File: src/rtl/scr1_imem_tcm_responder_pkg.sv
// Shared IMEM interface widths and command/response encodings used by the TCM responder.
package scr1_imem_tcm_responder_pkg;

    localparam int unsigned SCR1_IMEM_AWIDTH = 32;
    localparam int unsigned SCR1_IMEM_DWIDTH = 32;

    typedef enum logic {
        SCR1_MEM_CMD_RD = 1'b0,
        SCR1_MEM_CMD_WR = 1'b1
    } type_scr1_mem_cmd_e;

    typedef enum logic [1:0] {
        SCR1_MEM_RESP_NOTRDY = 2'b00,
        SCR1_MEM_RESP_RDY_OK = 2'b01,
        SCR1_MEM_RESP_RDY_ER = 2'b10
    } type_scr1_mem_resp_e;

endpackage

File: src/rtl/scr1_imem_tcm_responder.sv
// IMEM target: accepts fetches, reads a synchronous SRAM and returns RDY_OK/RDY_ER.
// Optional SCR1_IMEM_RESP_PARITY_EN adds ram_rpar and flags parity errors as RDY_ER.
module scr1_imem_tcm_responder
    import scr1_imem_tcm_responder_pkg::*;
#(
    parameter int unsigned MEM_AWIDTH  = 14,
    parameter int unsigned WAIT_STATES = 0
) (
    input  logic                         clk,
    input  logic                         rst,
    output logic                         imem_req_ack,
    input  logic                         imem_req,
    input  type_scr1_mem_cmd_e           imem_cmd,
    input  logic [SCR1_IMEM_AWIDTH-1:0]  imem_addr,
    output logic [SCR1_IMEM_DWIDTH-1:0]  imem_rdata,
    output type_scr1_mem_resp_e          imem_resp,
    output logic                         ram_cs,
    output logic [MEM_AWIDTH-1:0]        ram_addr,
    input  logic [31:0]                  ram_rdata
`ifdef SCR1_IMEM_RESP_PARITY_EN
    ,
    input  logic                         ram_rpar
`endif
);

    localparam int unsigned CNT_W = 3;
    localparam logic [CNT_W-1:0] CNT_LOAD = CNT_W'((WAIT_STATES == 0) ? 0 : WAIT_STATES - 1);

    typedef enum logic [1:0] {
        ST_IDLE = 2'd0,
        ST_WAIT = 2'd1,
        ST_RESP = 2'd2
    } state_e;

    state_e             state_q, state_d;
    logic [CNT_W-1:0]   cnt_q, cnt_d;
    logic               err_q, err_d;

    logic               par_err;
    logic               resp_ok;
    logic               req_bad;
    logic               accept;

`ifdef SCR1_IMEM_RESP_PARITY_EN
    assign par_err = (state_q == ST_RESP) & ~err_q & (^{ram_rdata, ram_rpar});
`else
    assign par_err = 1'b0;
`endif

    // A response cycle may overlap the next accept only when it is a clean OK
    assign resp_ok = (state_q == ST_RESP) & ~err_q & ~par_err;
    assign accept  = ~rst & imem_req & ((state_q == ST_IDLE) | resp_ok);
    assign req_bad = (imem_cmd != SCR1_MEM_CMD_RD) | (imem_addr[1:0] != 2'b00);

    // Upper address bits are decoded by the router, not here
    generate
        if (MEM_AWIDTH + 2 < SCR1_IMEM_AWIDTH) begin : g_addr_hi
            logic unused_addr_hi;
            assign unused_addr_hi = ^imem_addr[SCR1_IMEM_AWIDTH-1:MEM_AWIDTH+2];
        end
    endgenerate

    always_ff @(posedge clk) begin
        if (rst) begin
            state_q <= ST_IDLE;
            cnt_q   <= '0;
            err_q   <= 1'b0;
        end else begin
            state_q <= state_d;
            cnt_q   <= cnt_d;
            err_q   <= err_d;
        end
    end

    always_comb begin
        state_d = state_q;
        cnt_d   = cnt_q;
        err_d   = err_q;
        case (state_q)
            ST_IDLE, ST_RESP: begin
                if (accept) begin
                    if (req_bad) begin
                        state_d = ST_RESP;
                        err_d   = 1'b1;
                    end else if (WAIT_STATES > 0) begin
                        state_d = ST_WAIT;
                        cnt_d   = CNT_LOAD;
                        err_d   = 1'b0;
                    end else begin
                        state_d = ST_RESP;
                        err_d   = 1'b0;
                    end
                end else begin
                    state_d = ST_IDLE;
                end
            end
            ST_WAIT: begin
                if (cnt_q == '0) begin
                    state_d = ST_RESP;
                end else begin
                    cnt_d = cnt_q - CNT_W'(1);
                end
            end
            default: state_d = ST_IDLE;
        endcase
    end

    always_comb begin
        imem_req_ack = accept;
        ram_cs       = accept & ~req_bad;
        ram_addr     = '0;
        imem_resp    = SCR1_MEM_RESP_NOTRDY;
        imem_rdata   = '0;
        if (accept & ~req_bad) begin
            ram_addr = imem_addr[MEM_AWIDTH+1:2];
        end
        if (~rst & (state_q == ST_RESP)) begin
            if (resp_ok) begin
                imem_resp  = SCR1_MEM_RESP_RDY_OK;
                imem_rdata = SCR1_IMEM_DWIDTH'(ram_rdata);
            end else begin
                imem_resp  = SCR1_MEM_RESP_RDY_ER;
            end
        end
    end

`ifdef SCR1_SIM_ENV
    a_cs_only_on_accept : assert property (@(posedge clk) ram_cs |-> imem_req_ack);
    a_req_known : assert property (@(posedge clk) disable iff (rst)
        imem_req |-> !$isunknown({imem_cmd, imem_addr}));
`endif

endmodule
File: config.mk
export PLATFORM = sky130hd
export DESIGN_NAME = scr1_imem_tcm_responder
export DESIGN_NICKNAME = d
export VERILOG_FILES = /design/src/rtl/scr1_imem_tcm_responder_pkg.sv /design/src/rtl/scr1_imem_tcm_responder.sv
export SDC_FILE = /design/constraint.sdc
export NUM_CORES = 1
export LEC_CHECK = 0
export CAP_MARGIN = 30
export CORE_ASPECT_RATIO = 0.9
export CORE_MARGIN = 4
export CORE_UTILIZATION = 20
export CTS_CLUSTER_DIAMETER = 150
export DETAILED_ROUTE_END_ITERATION = 8
export PLACE_DENSITY = 0.93
export RECOVER_POWER = 100
export SYNTH_ARGS = -nofsm -noshare
export SYNTH_HDL_FRONTEND = slang
export SYNTH_SLANG_ARGS = --single-unit
File: constraint.sdc
create_clock -name clk -period 1.2 [get_ports clk]
set_input_delay 0.12 -clock clk [delete_from_list [all_inputs] [get_ports clk]]
set_output_delay 0.12 -clock clk [all_outputs]
set_load 0.01 [all_outputs]
==> metrics, run 1 <==
startpoint type of the worst setup path flop; nature of the critical path endpoint primary output; Clk Latency, worst-skew pair roughly 0.22 ns; Max-Cap Viols 0; number of distinct library cell variants in the gate-level netlist after synthesis 19; power density over the cells ~340 mW/mm2; worst path setup slack after routing -0.245 ns; clock-pin slew on the worst setup and hold paths 0.03 ns; final weighted congestion in routability-driven placement between 0.6 and 0.7; Routed Antenna Nets 0; dpl hpwl 2440 um; total number of H-tree levels 1; part of the power in the clock network 0.202; Syn Area/Cell between 7 and 8 um2; power share of the combinational group 0.693; fraction of the yosys area taken by sequential cells 0.0650; Sw Share 0.294; number of register bits inferred by synthesis 2; placement-stage cell area about 0.0017 mm2; total area of multi-input combinational cells between 600 and 700 um2; Root Buffer sky130_fd_sc_hd__clkbuf_4; number of rows in the core area 18; peak fanout along the critical path 5; post-route design area roughly 0.0021 mm2; Synth Warn # 0; global-route congestion overflow total 0; sink count of the clock tree 2; total track usage 0.163; number of design rule violations left after detail routing 0; Layout Nets roughly 280; vias after detailed routing 1085; setup clock skew after layout about 0.0011 ns; Worst Reg2Reg Path Length in Cells 3; via count of the first global-routing pass approximately 1100; setup repair after global routing missed its margin true; initial antenna violation count 0; hold depth 3; clock tree from TritonCTS built; final design utilization 0.755; antenna fix cells 0; iteration count of the initial detailed-routing pass 3; relative area change from synthesis to final layout 248%; Critical Setup Path Class reg2out; internal power approximately 520 uW; first-pass GRT wire length 5060 um; Arr. time, crit path ~1.3 ns; horizontal die dimension ~66 um; overall power of the completed layout 738 uW; core area 0.00284 mm2; Initial DRC Count 11; fraction of the cycle the final worst path needs 1.20; number of buffers inserted during clock tree synthesis 3; buffer levels on the longest clock path 2; final-report setup violation count between 40 and 50; port buffer count ~100; detailed-route wire length per cell 15.3 um; min-delay worst type in2reg; Placed Instances 218; relative max-transition margin 0.856; post-synthesis instance area slightly above 600 um2; count of fill cells added during filler insertion between 200 and 250; largest net degree at the start of global routing 17; run status complete, but fails checks; final count of pins violating max slew 0; ports placed on the boundary around 120; setup slack, reg-to-reg between 0.15 and 0.2 ns; violated checks setup timing; sequential power share 0.105; Synth Net Count roughly 150; starting density of the core 0.217; data required time of the worst path around 1.1 ns; post-detailed-routing wire length around 3800 um; FMAX 692 MHz; area occupied by registers approximately 45 um2; worst slack after detailed placement -0.814 ns; maximum resistive drop on vdd between 0.0004 and 0.0005 V; post-layout min period between 1 and 1.5 ns; fraction of layout instances using a drive strength above 1 0.636; transition time at the pin with the least slew margin ~0.21 ns; reported leakage power roughly 1.0 nW; height of the die between 60 and 70 um; Switching Power 217 uW; final number of hold-violating endpoints 0; Synth Instances between 80 and 90; ratio of routed vias to standard cells 4.41; leading cell type in the layout, fill and taps excluded sky130_fd_sc_hd__clkdlybuf4s50_1; highest-count cells in the layout ignoring fill and taps 46 x sky130_fd_sc_hd__clkdlybuf4s50_1, 36 x sky130_fd_sc_hd__buf_6, 30 x sky130_fd_sc_hd__buf_2, 23 x sky130_fd_sc_hd__and2_4, 14 x sky130_fd_sc_hd__inv_1; total die area 0.00403 mm2; post-route insts no fill approximately 250
## power by group through the flow
stage / logic [mW] / registers (mW) / clock network (mW)
floorplan: 0.117 / 0.0750 / 0
global placement: 0.349 / 0.0757 / 0
detailed placement: 0.359 / 0.0758 / 0
CTS: 0.444 / 0.0766 / 0.154
global route: 0.542 / 0.0780 / 0.168
finish: 0.512 / 0.0774 / 0.149
## worst max-delay path, cell delays in order, from the launching register on
cell and delay [ns]:
sky130_fd_sc_hd__dfxtp_4 0.35, sky130_fd_sc_hd__and2_4 0.16, sky130_fd_sc_hd__clkbuf_16 0.16, sky130_fd_sc_hd__buf_6 0.11, sky130_fd_sc_hd__nor4_4 0.14, sky130_fd_sc_hd__buf_2 0.18
## final cells by class
type	instances	area share
Inverter	14	0.0245
Clock buffer	3	0.0105
Sequential cell	2	0.0210
Multi-Input combinational cell	57	0.298
Tap cell	40	0.0234
Timing Repair Buffer	130	0.623
## cells in the mapped netlist
| cell | n | area share |
|---|---|---|
| sky130_fd_sc_hd__and2_1 | 33 | 0.34 |
| sky130_fd_sc_hd__and3b_1 | 1 | 0.014 |
| sky130_fd_sc_hd__buf_12 | 1 | 0.033 |
| sky130_fd_sc_hd__buf_2 | 2 | 0.016 |
| sky130_fd_sc_hd__buf_4 | 3 | 0.037 |
| sky130_fd_sc_hd__buf_6 | 1 | 0.018 |
| sky130_fd_sc_hd__clkbuf_1 | 2 | 0.012 |
| sky130_fd_sc_hd__dfxtp_1 | 2 | 0.065 |
| sky130_fd_sc_hd__inv_1 | 14 | 0.085 |
| sky130_fd_sc_hd__nand2b_1 | 1 | 0.010 |
| sky130_fd_sc_hd__nor2_1 | 2 | 0.012 |
| sky130_fd_sc_hd__nor3_2 | 1 | 0.016 |
| sky130_fd_sc_hd__nor3b_2 | 1 | 0.020 |
| sky130_fd_sc_hd__nor4_1 | 5 | 0.051 |
| sky130_fd_sc_hd__nor4_2 | 6 | 0.12 |
| sky130_fd_sc_hd__nor4_4 | 3 | 0.10 |
| sky130_fd_sc_hd__o21ba_2 | 1 | 0.016 |
| sky130_fd_sc_hd__o31a_1 | 1 | 0.014 |
| sky130_fd_sc_hd__or3_4 | 1 | 0.018 |
## sequential cells by signal (all words and copies together), names as in the netlist
register and count:
state_q 1, err_q 1
## final timing paths
path | from | end
min reg2reg | err_q | err_q
max reg2reg | err_q | err_q
min | rst | err_q
max | err_q | ram_addr[11]
## metal layers
metal  part of all wire  vias up  track usage
li1                   -      515            -
met5                  0        -            0
met4             0.0048        0       0.0232
met1               0.33      518        0.172
met3              0.086        2       0.0463
met2               0.58       50        0.327
## logic make-up (layout without fill, tap and decap cells)
kind of cell / count (synthesis) / after routing / synth area share
DFF: 2 / 2 / 0.0650
and+or+nand+nor: 54 / 55 / 0.703
AOI/OAI and AO/OA: 2 / 2 / 0.0305
buffers and inverters: 23 / 147 / 0.201
## per-stage QoR
stage / hold WS (ns) / setup TNS, ns
finish: 0.322 / -9.48
global route: 0.319 / -13.63
CTS: 0.302 / -10.14
detailed placement: 0.650 / -32.21
global placement: 0.644 / -30.93
floorplan: 0.333 / -0.169
## repair_timing
action | CTS | global route
hold buffers | 0 | 0
endpoints found under the hold margin | 0 | 0
buffers inserted | 16 | 2
pin swaps | 12 | 24
setup endpoints to repair | 51 | 50
gates cloned | 5 | 2
resized for setup | 260 | 46
No activity file was read; power rests on OpenSTA's default activity.
==> inputs of run 2 (changes only) <==
--- a/config.mk
+++ b/config.mk
@@ -6,10 +6,9 @@
 export NUM_CORES = 1
 export LEC_CHECK = 0
 export CAP_MARGIN = 30
-export CORE_ASPECT_RATIO = 0.9
 export CORE_MARGIN = 4
 export CORE_UTILIZATION = 20
-export CTS_CLUSTER_DIAMETER = 150
+export CTS_CLUSTER_DIAMETER = 120
 export DETAILED_ROUTE_END_ITERATION = 8
 export PLACE_DENSITY = 0.93
 export RECOVER_POWER = 100
==> metrics, run 2 (synthesis gave the netlist of run 1 again) <==
clock tree from TritonCTS built; vias after detailed routing approximately 1000; buffer levels on the longest clock path 2; met2 layer wire length in the routed design approximately 2300 um; port buffer count between 100 and 150; Arr. time, crit path 1.32 ns; via count of the first global-routing pass 1078; relative max-transition margin 0.863; final weighted congestion in routability-driven placement 0.787; final design utilization 0.688; setup slack, reg-to-reg around 0.15 ns; sequential power share 0.109; power share of the combinational group 0.668; final-report setup violation count just under 50; fraction of layout instances using a drive strength above 1 0.594; FMAX just under 700 MHz; post-detailed-routing wire length about 3700 um; detailed-route wire length per cell roughly 16 um; met1 wire length around 1200 um; Switching Power ~210 uW; Initial DRC Count 4; number of design rule violations left after detail routing 0; setup clock skew after layout about 0.0022 ns; power density over the cells roughly 360 mW/mm2; min-delay src rst; ports placed on the boundary ~120; Critical Setup Path Class reg2out; maximum resistive drop on vdd 0.000507 V; Routed Antenna Nets 0; post-layout min period approximately 1.4 ns; internal power 496 uW; reported leakage power around 0.95 nW; endpoint of the lowest-slack register-to-register path err_q; peak fanout along the critical path 8; setup repair after global routing missed its margin true; Final TNS setup -9.28 ns; worst slack after detailed placement -0.801 ns; relative area change from synthesis to final layout 219%; dpl hpwl 2400 um; first-pass GRT wire length around 5600 um; violated checks setup timing; clock-pin slew on the worst setup and hold paths approximately 0.03 ns; Max-Cap Viols 0; Layout Nets approximately 270; Root Buffer sky130_fd_sc_hd__clkbuf_4; core area about 0.0029 mm2; ratio of routed vias to standard cells between 4 and 5; Worst Reg2Reg Path Length in Cells 3; number of buffers inserted during clock tree synthesis 3; total number of H-tree levels 1; Clk Latency, worst-skew pair about 0.23 ns; leading cell type in the layout, fill and taps excluded sky130_fd_sc_hd__clkdlybuf4s50_1; Sw Share 0.295; horizontal die dimension ~63 um; final count of pins violating max slew 0; part of the power in the clock network 0.223; number of rows in the core area 19; total of hold buffers inserted after clock tree synthesis 0; initial antenna violation count 0; antenna fix cells 0; total track usage 0.173; count of fill cells added during filler insertion ~230; end point of the worst hold path err_q; sink count of the clock tree 2; height of the die between 60 and 70 um; startpoint type of the worst setup path flop; largest net degree at the start of global routing 10; worst path setup slack after routing -0.245 ns; starting density of the core 0.216; hold depth 3; total die area 0.00403 mm2; fraction of the cycle the final worst path needs 1.20; final hold slack about 0.50 ns; run status complete, but fails checks; transition time at the pin with the least slew margin 0.204 ns; nature of the critical path endpoint primary output; highest-count cells in the layout ignoring fill and taps 46 x sky130_fd_sc_hd__clkdlybuf4s50_1, 29 x sky130_fd_sc_hd__buf_6, 24 x sky130_fd_sc_hd__and2_4, 24 x sky130_fd_sc_hd__buf_2, 14 x sky130_fd_sc_hd__inv_1; registers with the most flip-flops err_q: 1 flops, state_q: 1 flops; data required time of the worst path 1.08 ns; uppermost layer routed met3; final number of hold-violating endpoints 0; min-delay worst type in2reg; iteration count of the initial detailed-routing pass 4; global-route congestion overflow total 0; source of the worst register-to-register timing path state_q[1]; met3 wire len roughly 230 um
-- run 2: changes by cell type in the layout (fill, tap and decap cells not counted), sizes merged --
cell / before / now
buf: 78 / 66
clkbuf: 5 / 4
dlygate4sd2: 0 / 6
clkdlybuf4s15: 2 / 0
-- run 2: per-layer routing --
layer | track usage | vias up
li1 | - | 495
met1 | 0.172 | 468
met2 | 0.365 | 43
met3 | 0.0302 | 0
met4 | 0.0323 | 0
met5 | 0 | -
-- run 2: final cells by class --
type	count	area, um2	area share
clock buffers	3	22.5	0.0115
inverters	14	52.6	0.0268
multi-input cells	57	594	0.303
flip-flops and latches	2	42.5	0.0217
well taps	31	38.8	0.0198
repair buffers	121	1210	0.617
-- run 2: worst max-delay path by stage --
| stage | start | to | slack (ns) | depth (start not counted) |
|---|---|---|---|---|
| 2_1_floorplan | err_q | ram_addr[10] | -0.03 | 4 |
| 3_3_place_gp | imem_addr[1] | ram_addr[12] | -0.73 | 4 |
| 3_5_place_dp | imem_addr[1] | ram_addr[0] | -0.80 | 4 |
| 4_1_cts | state_q[1] | imem_rdata[0] | -0.26 | 6 |
| 5_1_grt | state_q[1] | imem_rdata[27] | -0.31 | 6 |
| 6_report | state_q[1] | imem_rdata[27] | -0.25 | 6 |
-- run 2: metrics by stage --
step	cells	power, mW	cell area, um2
3_3_place_gp	211	0.431	1670
6_report	228	0.703	1960
4_1_cts	229	0.704	1930
2_1_floorplan	81	0.192	616
5_1_grt	228	0.743	1960
3_5_place_dp	211	0.439	1670
-- run 2: power groups by stage --
| stage | Combinational [mW] | Sequential (mW) | Clock (mW) |
|---|---|---|---|
| 2_1_floorplan | 0.117 | 0.0750 | 0 |
| 3_3_place_gp | 0.356 | 0.0752 | 0 |
| 3_5_place_dp | 0.363 | 0.0755 | 0 |
| 4_1_cts | 0.460 | 0.0766 | 0.167 |
| 5_1_grt | 0.497 | 0.0778 | 0.168 |
| 6_report | 0.470 | 0.0767 | 0.157 |
-- run 2: worst max-delay path, stage by stage, from the launching register on --
cell and delay, ns:
sky130_fd_sc_hd__dfxtp_2 0.32, sky130_fd_sc_hd__nor3b_4 0.18, sky130_fd_sc_hd__buf_6 0.14, sky130_fd_sc_hd__buf_12 0.11
sky130_fd_sc_hd__buf_16 0.11, sky130_fd_sc_hd__and2_4 0.14, sky130_fd_sc_hd__buf_6 0.09
-- run 2: what timing repair did --
item / 4_1_cts / 5_1_grt
hold endpoints to repair: 0 / 0
gates cloned: 6 / 0
setup buffers: 9 / 1
endpoints found under the setup margin: 50 / 49
resized for setup: 262 / 16
pin swaps: 27 / 0
